--- config.mk ---
export PLATFORM = sky130hd
export DESIGN_NAME = rps_round_judge
export DESIGN_NICKNAME = d
export VERILOG_FILES = /design/src/rtl/rps_pkg.sv /design/src/rtl/rps_key_decode.sv /design/src/rtl/rps_round_judge.sv
export SDC_FILE = /design/constraint.sdc
export NUM_CORES = 1
export LEC_CHECK = 0
export ABC_AREA = 1
export CAP_MARGIN = 10
export CORE_AREA = 2 2 71 107
export CTS_CLUSTER_SIZE = 30
export DETAILED_ROUTE_END_ITERATION = 6
export DIE_AREA = 0 0 73 109
export PLACE_DENSITY = 0.49
export SYNTH_ARGS = -nofsm -noshare
export SYNTH_HDL_FRONTEND = slang
export SYNTH_HIERARCHICAL = 1
export SYNTH_SLANG_ARGS = --single-unit
export TNS_END_PERCENT = 50
--- constraint.sdc ---
create_clock -name clk -period 3.9 [get_ports clk]
set_input_delay 1.17 -clock clk [delete_from_list [all_inputs] [get_ports clk]]
set_output_delay 1.17 -clock clk [all_outputs]
set_load 0.005 [all_outputs]
--- src/rtl/rps_pkg.sv ---
// Shared codes for the rock-paper-scissors judge: result and choice encodings,
// round FSM states, legal key range and the outcome rule.
package rps_pkg;

  typedef enum logic [1:0] {
    RES_NONE = 2'b00,
    RES_A    = 2'b01,
    RES_B    = 2'b10,
    RES_DRAW = 2'b11
  } res_t;

  typedef enum logic [1:0] {
    ROCK     = 2'd0,
    SCISSORS = 2'd1,
    PAPER    = 2'd2
  } choice_t;

  typedef enum logic [2:0] {
    IDLE,
    ARMED,
    JUDGE,
    SHOW,
    OVER
  } state_t;

  localparam logic [3:0] KEY_MIN = 4'd1;
  localparam logic [3:0] KEY_MAX = 4'd9;

  // d = (ib - ia) mod 3; each pick beats the next one in ROCK, SCISSORS, PAPER order
  function automatic logic [1:0] rps_outcome(input logic [1:0] ia, input logic [1:0] ib);
    logic [1:0] d;
    d = (ib >= ia) ? (ib - ia) : (ib + 2'd3 - ia);
    case (d)
      2'd0:    rps_outcome = RES_DRAW;
      2'd1:    rps_outcome = RES_A;
      default: rps_outcome = RES_B;
    endcase
  endfunction

endpackage

--- src/rtl/rps_key_decode.sv ---
// Combinational decode of the guess-state key into both picks and the round outcome.
module rps_key_decode
  import rps_pkg::*;
(
  input  logic [3:0] key,
  output logic       valid,
  output logic [1:0] ia,
  output logic [1:0] ib,
  output logic [1:0] outcome
);

  always_comb begin
    valid = (key >= KEY_MIN) && (key <= KEY_MAX);
    {ia, ib} = {ROCK, ROCK};
    case (key)
      4'd1: {ia, ib} = {ROCK, ROCK};
      4'd2: {ia, ib} = {ROCK, SCISSORS};
      4'd3: {ia, ib} = {ROCK, PAPER};
      4'd4: {ia, ib} = {SCISSORS, ROCK};
      4'd5: {ia, ib} = {SCISSORS, SCISSORS};
      4'd6: {ia, ib} = {SCISSORS, PAPER};
      4'd7: {ia, ib} = {PAPER, ROCK};
      4'd8: {ia, ib} = {PAPER, SCISSORS};
      4'd9: {ia, ib} = {PAPER, PAPER};
      default: ;
    endcase
    outcome = valid ? rps_outcome(ia, ib) : RES_NONE;
  end

endmodule

--- src/rtl/rps_round_judge.sv ---
// Round sequencer and scorekeeper for the rock-paper-scissors game.
// Optional RPS_ROUND_HIST_EN adds hist[15:0], the last 8 results (newest in [1:0]).
module rps_round_judge
  import rps_pkg::*;
#(
  parameter int WIN_SCORE = 3,
  parameter int SHOW_CYC  = 1000
) (
  input  logic       clk,
  input  logic       rst,
  input  logic [3:0] key,
  input  logic       ready,
  input  logic       start,
  output logic [3:0] score_a,
  output logic [3:0] score_b,
  output logic [1:0] result,
  output logic [3:0] round_cnt,
  output logic       armed,
  output logic       invalid,
  output logic       game_over,
  output logic [1:0] winner
`ifdef RPS_ROUND_HIST_EN
  ,
  output logic [15:0] hist
`endif
);

  localparam int TW = (SHOW_CYC > 1) ? $clog2(SHOW_CYC) : 1;
  localparam logic [TW-1:0] SHOW_LAST = TW'(SHOW_CYC - 1);
  localparam logic [3:0]    WIN       = 4'(WIN_SCORE);

  state_t          state, state_n;
  logic [3:0]      key_q;
  logic [3:0]      dec_key;
  logic            dec_valid;
  logic [1:0]      dec_out;
  logic [3:0]      dec_unused;
  logic [3:0]      sa_n, sb_n;
  logic [TW-1:0]   timer;

  // The live key is decoded for validity while ARMED; the latched key is judged in JUDGE.
  assign dec_key = (state == JUDGE) ? key_q : key;

  rps_key_decode u_decode (
    .key     (dec_key),
    .valid   (dec_valid),
    .ia      (dec_unused[3:2]),
    .ib      (dec_unused[1:0]),
    .outcome (dec_out)
  );

  always_comb begin
    state_n = state;
    sa_n    = (dec_out == RES_A) ? score_a + 4'd1 : score_a;
    sb_n    = (dec_out == RES_B) ? score_b + 4'd1 : score_b;
    case (state)
      IDLE:    if (ready) state_n = ARMED;
      ARMED:   if (start && dec_valid) state_n = JUDGE;
      JUDGE:   state_n = ((sa_n == WIN) || (sb_n == WIN)) ? OVER : SHOW;
      SHOW:    if (ready && (timer >= SHOW_LAST)) state_n = ARMED;
      OVER:    ;
      default: state_n = IDLE;
    endcase
  end

  always_ff @(posedge clk) begin
    if (rst) begin
      state     <= IDLE;
      key_q     <= 4'd0;
      score_a   <= 4'd0;
      score_b   <= 4'd0;
      result    <= RES_NONE;
      round_cnt <= 4'd0;
      invalid   <= 1'b0;
      winner    <= RES_NONE;
      timer     <= '0;
`ifdef RPS_ROUND_HIST_EN
      hist      <= 16'd0;
`endif
    end else begin
      state   <= state_n;
      invalid <= (state == ARMED) && start && !dec_valid;
      if ((state == ARMED) && start && dec_valid) key_q <= key;
      if (state == JUDGE) begin
        score_a <= sa_n;
        score_b <= sb_n;
        result  <= dec_out;
        if (round_cnt != 4'hF) round_cnt <= round_cnt + 4'd1;
        if (state_n == OVER) winner <= dec_out;
`ifdef RPS_ROUND_HIST_EN
        hist <= {hist[13:0], dec_out};
`endif
      end
      // Timer restarts on every SHOW entry and saturates once ready may be accepted.
      if (state != SHOW) timer <= '0;
      else if (timer < SHOW_LAST) timer <= timer + 1'b1;
    end
  end

  assign armed     = (state == ARMED);
  assign game_over = (state == OVER);

endmodule

======== Yosys cells after proc, flatten, opt, wreduce, memory -nomap -nowiden ========
Cells that the tools add are included.
W data, S select, Z words.
cells by class
  equality and inequality tests ........... 20
  reductions and logical operators ........ 17
  muxes and demuxes ....................... 13
  order comparisons ....................... 5
  $add $sub $neg .......................... 7
operator list
  kind                     count
  $eq A4 B2 Y1 const B     4
  $eq A4 B3 Y1 const B     4
  $pmux W3 S5              1
  $add A4 B1 Y4 const B    3
  $mux W3                  4
  $mux W4                  3
  $pmux W2 S2              3
  $reduce_or A3 Y1         4
  $add A10 B1 Y10 const B  1
  $ge A10 B10 Y1 const B   1
  $lt A10 B10 Y1 const B   1
  $eq A4 B4 Y1 const B     2
  $eq A3 B2 Y1 const B     2
  $eq A3 B3 Y1 const B     2
  $logic_and A1 B1 Y1      6
  $eq A2 B1 Y1 const B     2
  $ge A4 B1 Y1 const B     1
  $le A4 B4 Y1 const B     1
  $mux W2                  2
  $ne A4 B4 Y1 const B     1
  $reduce_and A2 Y1        2
  $sub A2 B2 Y2            2
  $eq A3 B1 Y1 const B     1
  $logic_not A3 Y1         1
  other kinds (8)          8
word-level totals
  output and inout port bits .............. 19
  word-level logic and storage cells ...... 71
  flip-flop bits (word level) ............. 34
  input bits .............................. 8

======== Longest topological paths before layout ========
  word-level depth ........................ 19
  depth in mapped cells ................... 32
  gate-level depth less buffers ........... 31

======== By module ========
The synthesis kept the hierarchy.
modules (own cells, without submodules)
  module           area an instance (µm²)  times used  sequential area each (µm²)  cells each
  rps_round_judge  1,761.7                 1           680.7                       260
  rps_key_decode   282.8                   1           0.0                         50

======== Worst setup path after synthesis ========
Ideal clock, no wire load.
  kind .................................... input port to flip-flop
  start ................................... input key[2]
  end ..................................... register state[0]
  cell stages on the path ................. 26
  buffers on the path ..................... 0
  data required time ...................... 3,790 ps
  data arrival time ....................... 3,384 ps
  slack ................................... 407 ps
  cell sequence ........................... nand2_1 nand2_1 nand2_2 inv_2 nand3_1 nand3_2 inv_2 ha_1 inv_1 fa_1 a21oi_1 nand2_1 nand3_1 nand2_1 inv_1 inv_2 nand2_2 nand2_1 nand2_1 nand2_1 nor2_2 nand2_2 nand3_1 nand3_1 nand2_1 inv_1
on the way
  cells in the longest elaborated chain, start to end .. 16
ends and longest elaborated chain
  element                                              line                                          RTL
  from (decl)                                          rps_round_judge.sv:11                         input logic [3:0] key,
  $mux W4 *                                            rps_round_judge.sv:42                         assign dec_key = (state == JUDGE) ? key_q : key;
  net dec_key[2]                                       rps_round_judge.sv:34                         logic [3:0] dec_key;
  $eq A4 B2 Y1 (tied with other cells)                 rps_key_decode.sv:15                          case (key)
  $reduce_or A3 Y1 (no line)                           -
  $pmux W2 S2 *                                        rps_key_decode.sv:15
  net dec_unused[0]                                    rps_round_judge.sv:37                         logic [3:0] dec_unused;
  $add A2 B2 Y2                                        rps_pkg.sv:32                                 d = (ib >= ia) ? (ib - ia) : (ib + 2'd3 - ia);
  $sub A2 B2 Y2                                        rps_pkg.sv:32
  [... 3 more ...]                                     -
  $mux W2 *                                            rps_key_decode.sv:27                          outcome = valid ? rps_outcome(ia, ib) : RES_NONE;
  net dec_out[1]                                       rps_round_judge.sv:36                         logic [1:0] dec_out;
  $eq A2 B1 Y1 / $eq A2 B2 Y1 (equally long branches)  rps_round_judge.sv:54, rps_round_judge.sv:55
  $mux W4 (on tied branches)                           rps_round_judge.sv:54, rps_round_judge.sv:55
  $eq A4 B2 Y1                                         rps_round_judge.sv:59                         JUDGE: state_n = ((sa_n == WIN) || (sb_n == WIN)) ? OVER : SHOW;
  $logic_or A1 B1 Y1 *                                 rps_round_judge.sv:59
  $mux W3 *                                            rps_round_judge.sv:59
  $pmux W3 S5 *                                        rps_round_judge.sv:56                         case (state)
  to (signal assigned)                                 rps_round_judge.sv:81                         state <= state_n;
  to (decl)                                            rps_round_judge.sv:32                         state_t state, state_n;
The timed path passes the listed nets; every way through them passes the cells marked *.
A chain may end at the register's enable or synchronous reset.

======== Final worst setup path ========
  start ................................... input key[3]
  end ..................................... register winner[0]
on the way
  cells in the longest elaborated chain, start to end .. 18
ends and longest elaborated chain
  element                                              line                                          RTL
  $mux W4 *                                            rps_round_judge.sv:42
  net dec_key[3]                                       rps_round_judge.sv:34
  $eq A4 B2 Y1 (tied with other cells)                 rps_key_decode.sv:15
  $reduce_or A3 Y1 (no line)                           -
  $pmux W2 S2 *                                        rps_key_decode.sv:15
  net dec_unused[0]                                    rps_round_judge.sv:37
  $add A2 B2 Y2                                        rps_pkg.sv:32
  $sub A2 B2 Y2                                        rps_pkg.sv:32
  [... 4 more ...]                                     -
  net dec_out[0]                                       rps_round_judge.sv:36
  $eq A2 B1 Y1 / $eq A2 B2 Y1 (equally long branches)  rps_round_judge.sv:54, rps_round_judge.sv:55
  $mux W4 (on tied branches)                           rps_round_judge.sv:54, rps_round_judge.sv:55
  $eq A4 B2 Y1                                         rps_round_judge.sv:59
  $logic_or A1 B1 Y1                                   rps_round_judge.sv:59
  $mux W3                                              rps_round_judge.sv:59
  $pmux W3 S5                                          rps_round_judge.sv:56
  $eq A3 B3 Y1                                         rps_round_judge.sv:89                         if (state_n == OVER) winner <= dec_out;
  $reduce_and A2 Y1 (no line)                          -
  to (signal assigned)                                 rps_round_judge.sv:89
  to (decl)                                            rps_round_judge.sv:21                         output logic [1:0] winner
Marks and branches as above.

==> results.json <==
{
  "synth-edff-count": 0,
  "setup.worst_path.end": "winner[0]$_SDFFE_PP0P_",
  "ant_nets": 0,
  "cap_violations": 0,
  "timing.slew.headroom_pct": 63.4,
  "critPathArrivalTime_ns": 3.76,
  "timing.critical_path.fanout_max": 7,
  "post_synth_inst_count": 310,
  "startpoint_types": "input pin",
  "clock_tree.htree_level_count": 2,
  "category_of_cells_accounting_for_the_largest_share_of_critical_path_delay": "simple AND/OR/NAND/NOR gates",
  "async_flop_share_pct": 0,
  "grt_use_total_pct": 13.8,
  "holdCritStartpoint": "round_cnt[3]$_SDFFE_PP0P_",
  "worstPathBufferInverterCount": 6,
  "route.detailed.vias_per_inst": 4.68,
  "synthesis.nets": 326,
  "detail_route.wl_per_cell_microns": 11.5,
  "die-area_sq_mm": 0.00796,
  "drt_first_pass_iters": 4,
  "finalCriticalPeriod_ns": 3.58,
  "drc_errors": 0,
  "regToRegStartpoint": "state[1]$_SDFF_PP0_",
  "ys_seq_elements": 34,
  "grt_pass1_wl_mm": 8.52,
  "synth_cell_types": 34,
  "timing.critical_path.to_type": "flip-flop",
  "crit_path_frequent_cell": "sky130_fd_sc_hd__nand2_2",
  "fp.coreArea_sq_mm": 0.00708,
  "cts_buffers": 5,
  "timing.critical_path.from": "key[3]",
  "number_of_sinks_on_the_clock_net": 34,
  "worst_clock_skew_ns": 0.00238,
  "type_of_the_worst_min_delay_path": "flip-flop to flip-flop",
  "mappedNetlistArea_sq_mm": 0.00204,
  "num_io_pins": 27,
  "start_util_pct": 28.9,
  "vias": 2057,
  "reg2reg_slack_ns": 0.39,
  "drt_first_iter_violations": 64,
  "ctsRootBufferMaster": "sky130_fd_sc_hd__clkbuf_8",
  "hold_slack_ns": 0.503,
  "avgSynthCellArea_sq_um": 6.60,
  "timing.final.crit_share_pct": 91.7,
  "chipHeight_microns": 109,
  "finalWirelength_mm": 5.06,
  "power.leakage_nw": 1.27,
  "ctsLongestPathBuffers": 2,
  "antenna_cells_inserted": 0,
  "finalWeightedCongestion": 0.857,
  "grt_pass1_vias": 1945,
  "fillers": 749,
  "slew_viol_final": 0,
  "timing.critical_path.slowest_stage_cell": "sky130_fd_sc_hd__fa_2",
  "syn2layout_area_growth_pct": 31.1,
  "clkSlewWorstSetupHoldPaths_ns": 0.07,
  "layout_commonest_cell": "sky130_fd_sc_hd__nand2_1",
  "critical_path.reg2reg.endpoint": "winner[0]$_SDFFE_PP0P_",
  "post_cts_hold_buffer_count": 0,
  "synth-main-ff-cell": "sky130_fd_sc_hd__dfxtp_1",
  "postLayoutCellArea_sq_mm": 0.00268,
  "max-vdd-ir-drop_v": 0.000195,
  "placed_standard_cell_area_sq_mm": 0.00254,
  "setup_violations": 0,
  "critical_path_class": "input pin to flip-flop",
  "insertion_delay_ns": 0.28,
  "status": "finished, final reports clean",
  "critPathMaxStageDelay_ns": 0.43,
  "share_of_synthesized_area_occupied_by_flip_flops_and_latches_pct": 33.3,
  "power-per-cell-area_mw_per_mm2": 346,
  "floorplan.rows": 38,
  "maximum_number_of_pins_on_one_net_before_global_route_repair": 22,
  "power_mw": 0.928,
  "worstPathRequired_ns": 4.08,
  "max_frequency_mhz": 280,
  "final_layout_size_suffix_gt1_share_pct": 20.8,
  "grt_remaining_overflow": 0,
  "numPortBuffers": 26,
  "finalHoldViolations": 0,
  "tritoncts_clock_tree": "built",
  "dp_hpwl_mm": 3.75,
  "finalNetCount": 377,
  "layout.cells.most_common_list": "sky130_fd_sc_hd__nand2_1, sky130_fd_sc_hd__inv_1, sky130_fd_sc_hd__dfxtp_1",
  "synth_warnings": 6,
  "worst_r2r_path_depth": 28,
  "max_slew.worst_pin.slew_ns": 0.549,
  "grt_antenna_before_repair": 0,
  "critical_path_cell_count": 26,
  "die_w_microns": 73,
  "rsz0062_at_grt": "no"
}
## cells by family (layout without fill, tap and decap cells)
logic type | Yosys count | after routing | synth area share (%)
DFF | 34 | 34 | 33.3
xor gates and xnor gates | 1 | 1 | 0.428
buffers and inverters | 57 | 107 | 11.0
and+or+nand+nor | 164 | 164 | 37.7
AOI/OAI and AO/OA | 46 | 46 | 12.3
adders and majority gates | 8 | 8 | 5.26
## synth_stat cells, types with 2 or more instances
library cell	number	area share, %
sky130_fd_sc_hd__ha_1	7	4.3
sky130_fd_sc_hd__nor2_1	28	5.1
sky130_fd_sc_hd__nand3_2	2	0.98
sky130_fd_sc_hd__nand2_1	75	14
sky130_fd_sc_hd__o21ai_1	5	1.2
sky130_fd_sc_hd__nor2_4	2	1.1
sky130_fd_sc_hd__a31oi_1	5	1.5
sky130_fd_sc_hd__nand2_2	7	2.1
sky130_fd_sc_hd__nand3_1	30	7.3
sky130_fd_sc_hd__a21oi_1	15	3.7
sky130_fd_sc_hd__inv_1	43	7.9
sky130_fd_sc_hd__nand4_1	4	1.2
sky130_fd_sc_hd__nor2_2	3	0.92
sky130_fd_sc_hd__nor3_1	4	0.98
sky130_fd_sc_hd__dfxtp_1	34	33
sky130_fd_sc_hd__buf_2	3	0.73
sky130_fd_sc_hd__o21ai_0	16	3.9
sky130_fd_sc_hd__inv_2	9	1.7
sky130_fd_sc_hd__or2_2	2	0.61
sky130_fd_sc_hd__o21bai_1	2	0.73
## worst register-to-register path, delay by kind of cell, from the launching register on
family | cells | cell delay (ns)
and+or+nand+nor | 19 | 1.79
DFF | 1 | 0.40
adders and majority gates | 2 | 0.60
buffers and inverters | 7 | 0.62
## sequential cells by signal (all words and copies together) (netlist names)
signal / cells
timer: 10
key_q: 4
round_cnt: 4
score_a: 4
score_b: 4
state: 3
result: 2
winner: 2
invalid: 1
## report_power, final
part / total (mW) / internal (mW) / switching, mW / leakage [nW]
sequential: 0.379 / 0.363 / 0.0154 / 0.275
combinational: 0.281 / 0.128 / 0.154 / 0.955
clock: 0.268 / 0.136 / 0.132 / 0.0431
## repair_timing
| item | 4_1_cts | 5_1_grt |
|---|---|---|
| pin swaps | 0 | 12 |
| resized for setup | 2 | 19 |
| buffers inserted | 0 | 1 |
| endpoints found under the setup margin | 3 | 7 |
## area by class of cell
class / instances / area [sq um] / area share, %
Sequential cell: 34 / 681 / 25.4
Timing Repair Buffer: 49 / 443 / 16.5
Clock buffer: 6 / 82.6 / 3.08
Tap cell: 80 / 100 / 3.73
Multi-Input combinational cell: 219 / 1180 / 43.9
Inverter: 52 / 198 / 7.38
## metrics by stage
stage	std cells	setup slack [ns]	utilization, %	setup TNS (ns)
after floorplan	310	0.407	-	0
after global placement	433	-0.289	35.9	-1.61
after detailed placement	433	-0.326	35.9	-1.89
after CTS	439	0.00361	37.1	0
after global routing	440	0.0133	37.8	0
final	440	0.324	37.8	0
## worst min path at each step
stage	to	cells past startpoint
final	round_cnt[3]$_SDFFE_PP0P_	2
after global routing	round_cnt[3]$_SDFFE_PP0P_	2
after CTS	round_cnt[3]$_SDFFE_PP0P_	2
after detailed placement	round_cnt[3]$_SDFFE_PP0P_	2
after global placement	round_cnt[3]$_SDFFE_PP0P_	2
after floorplan	round_cnt[3]$_SDFFE_PP0P_	2
## metal layers
metal	vias to the layer above	GRT usage (%)	wire length [microns]
met3	4	3.14	166
li1	1089	-	-
met1	932	15.0	2150
met5	-	0	0
met2	32	25.2	2690
met4	0	5.42	56
No activity file was read; power rests on OpenSTA's default activity.
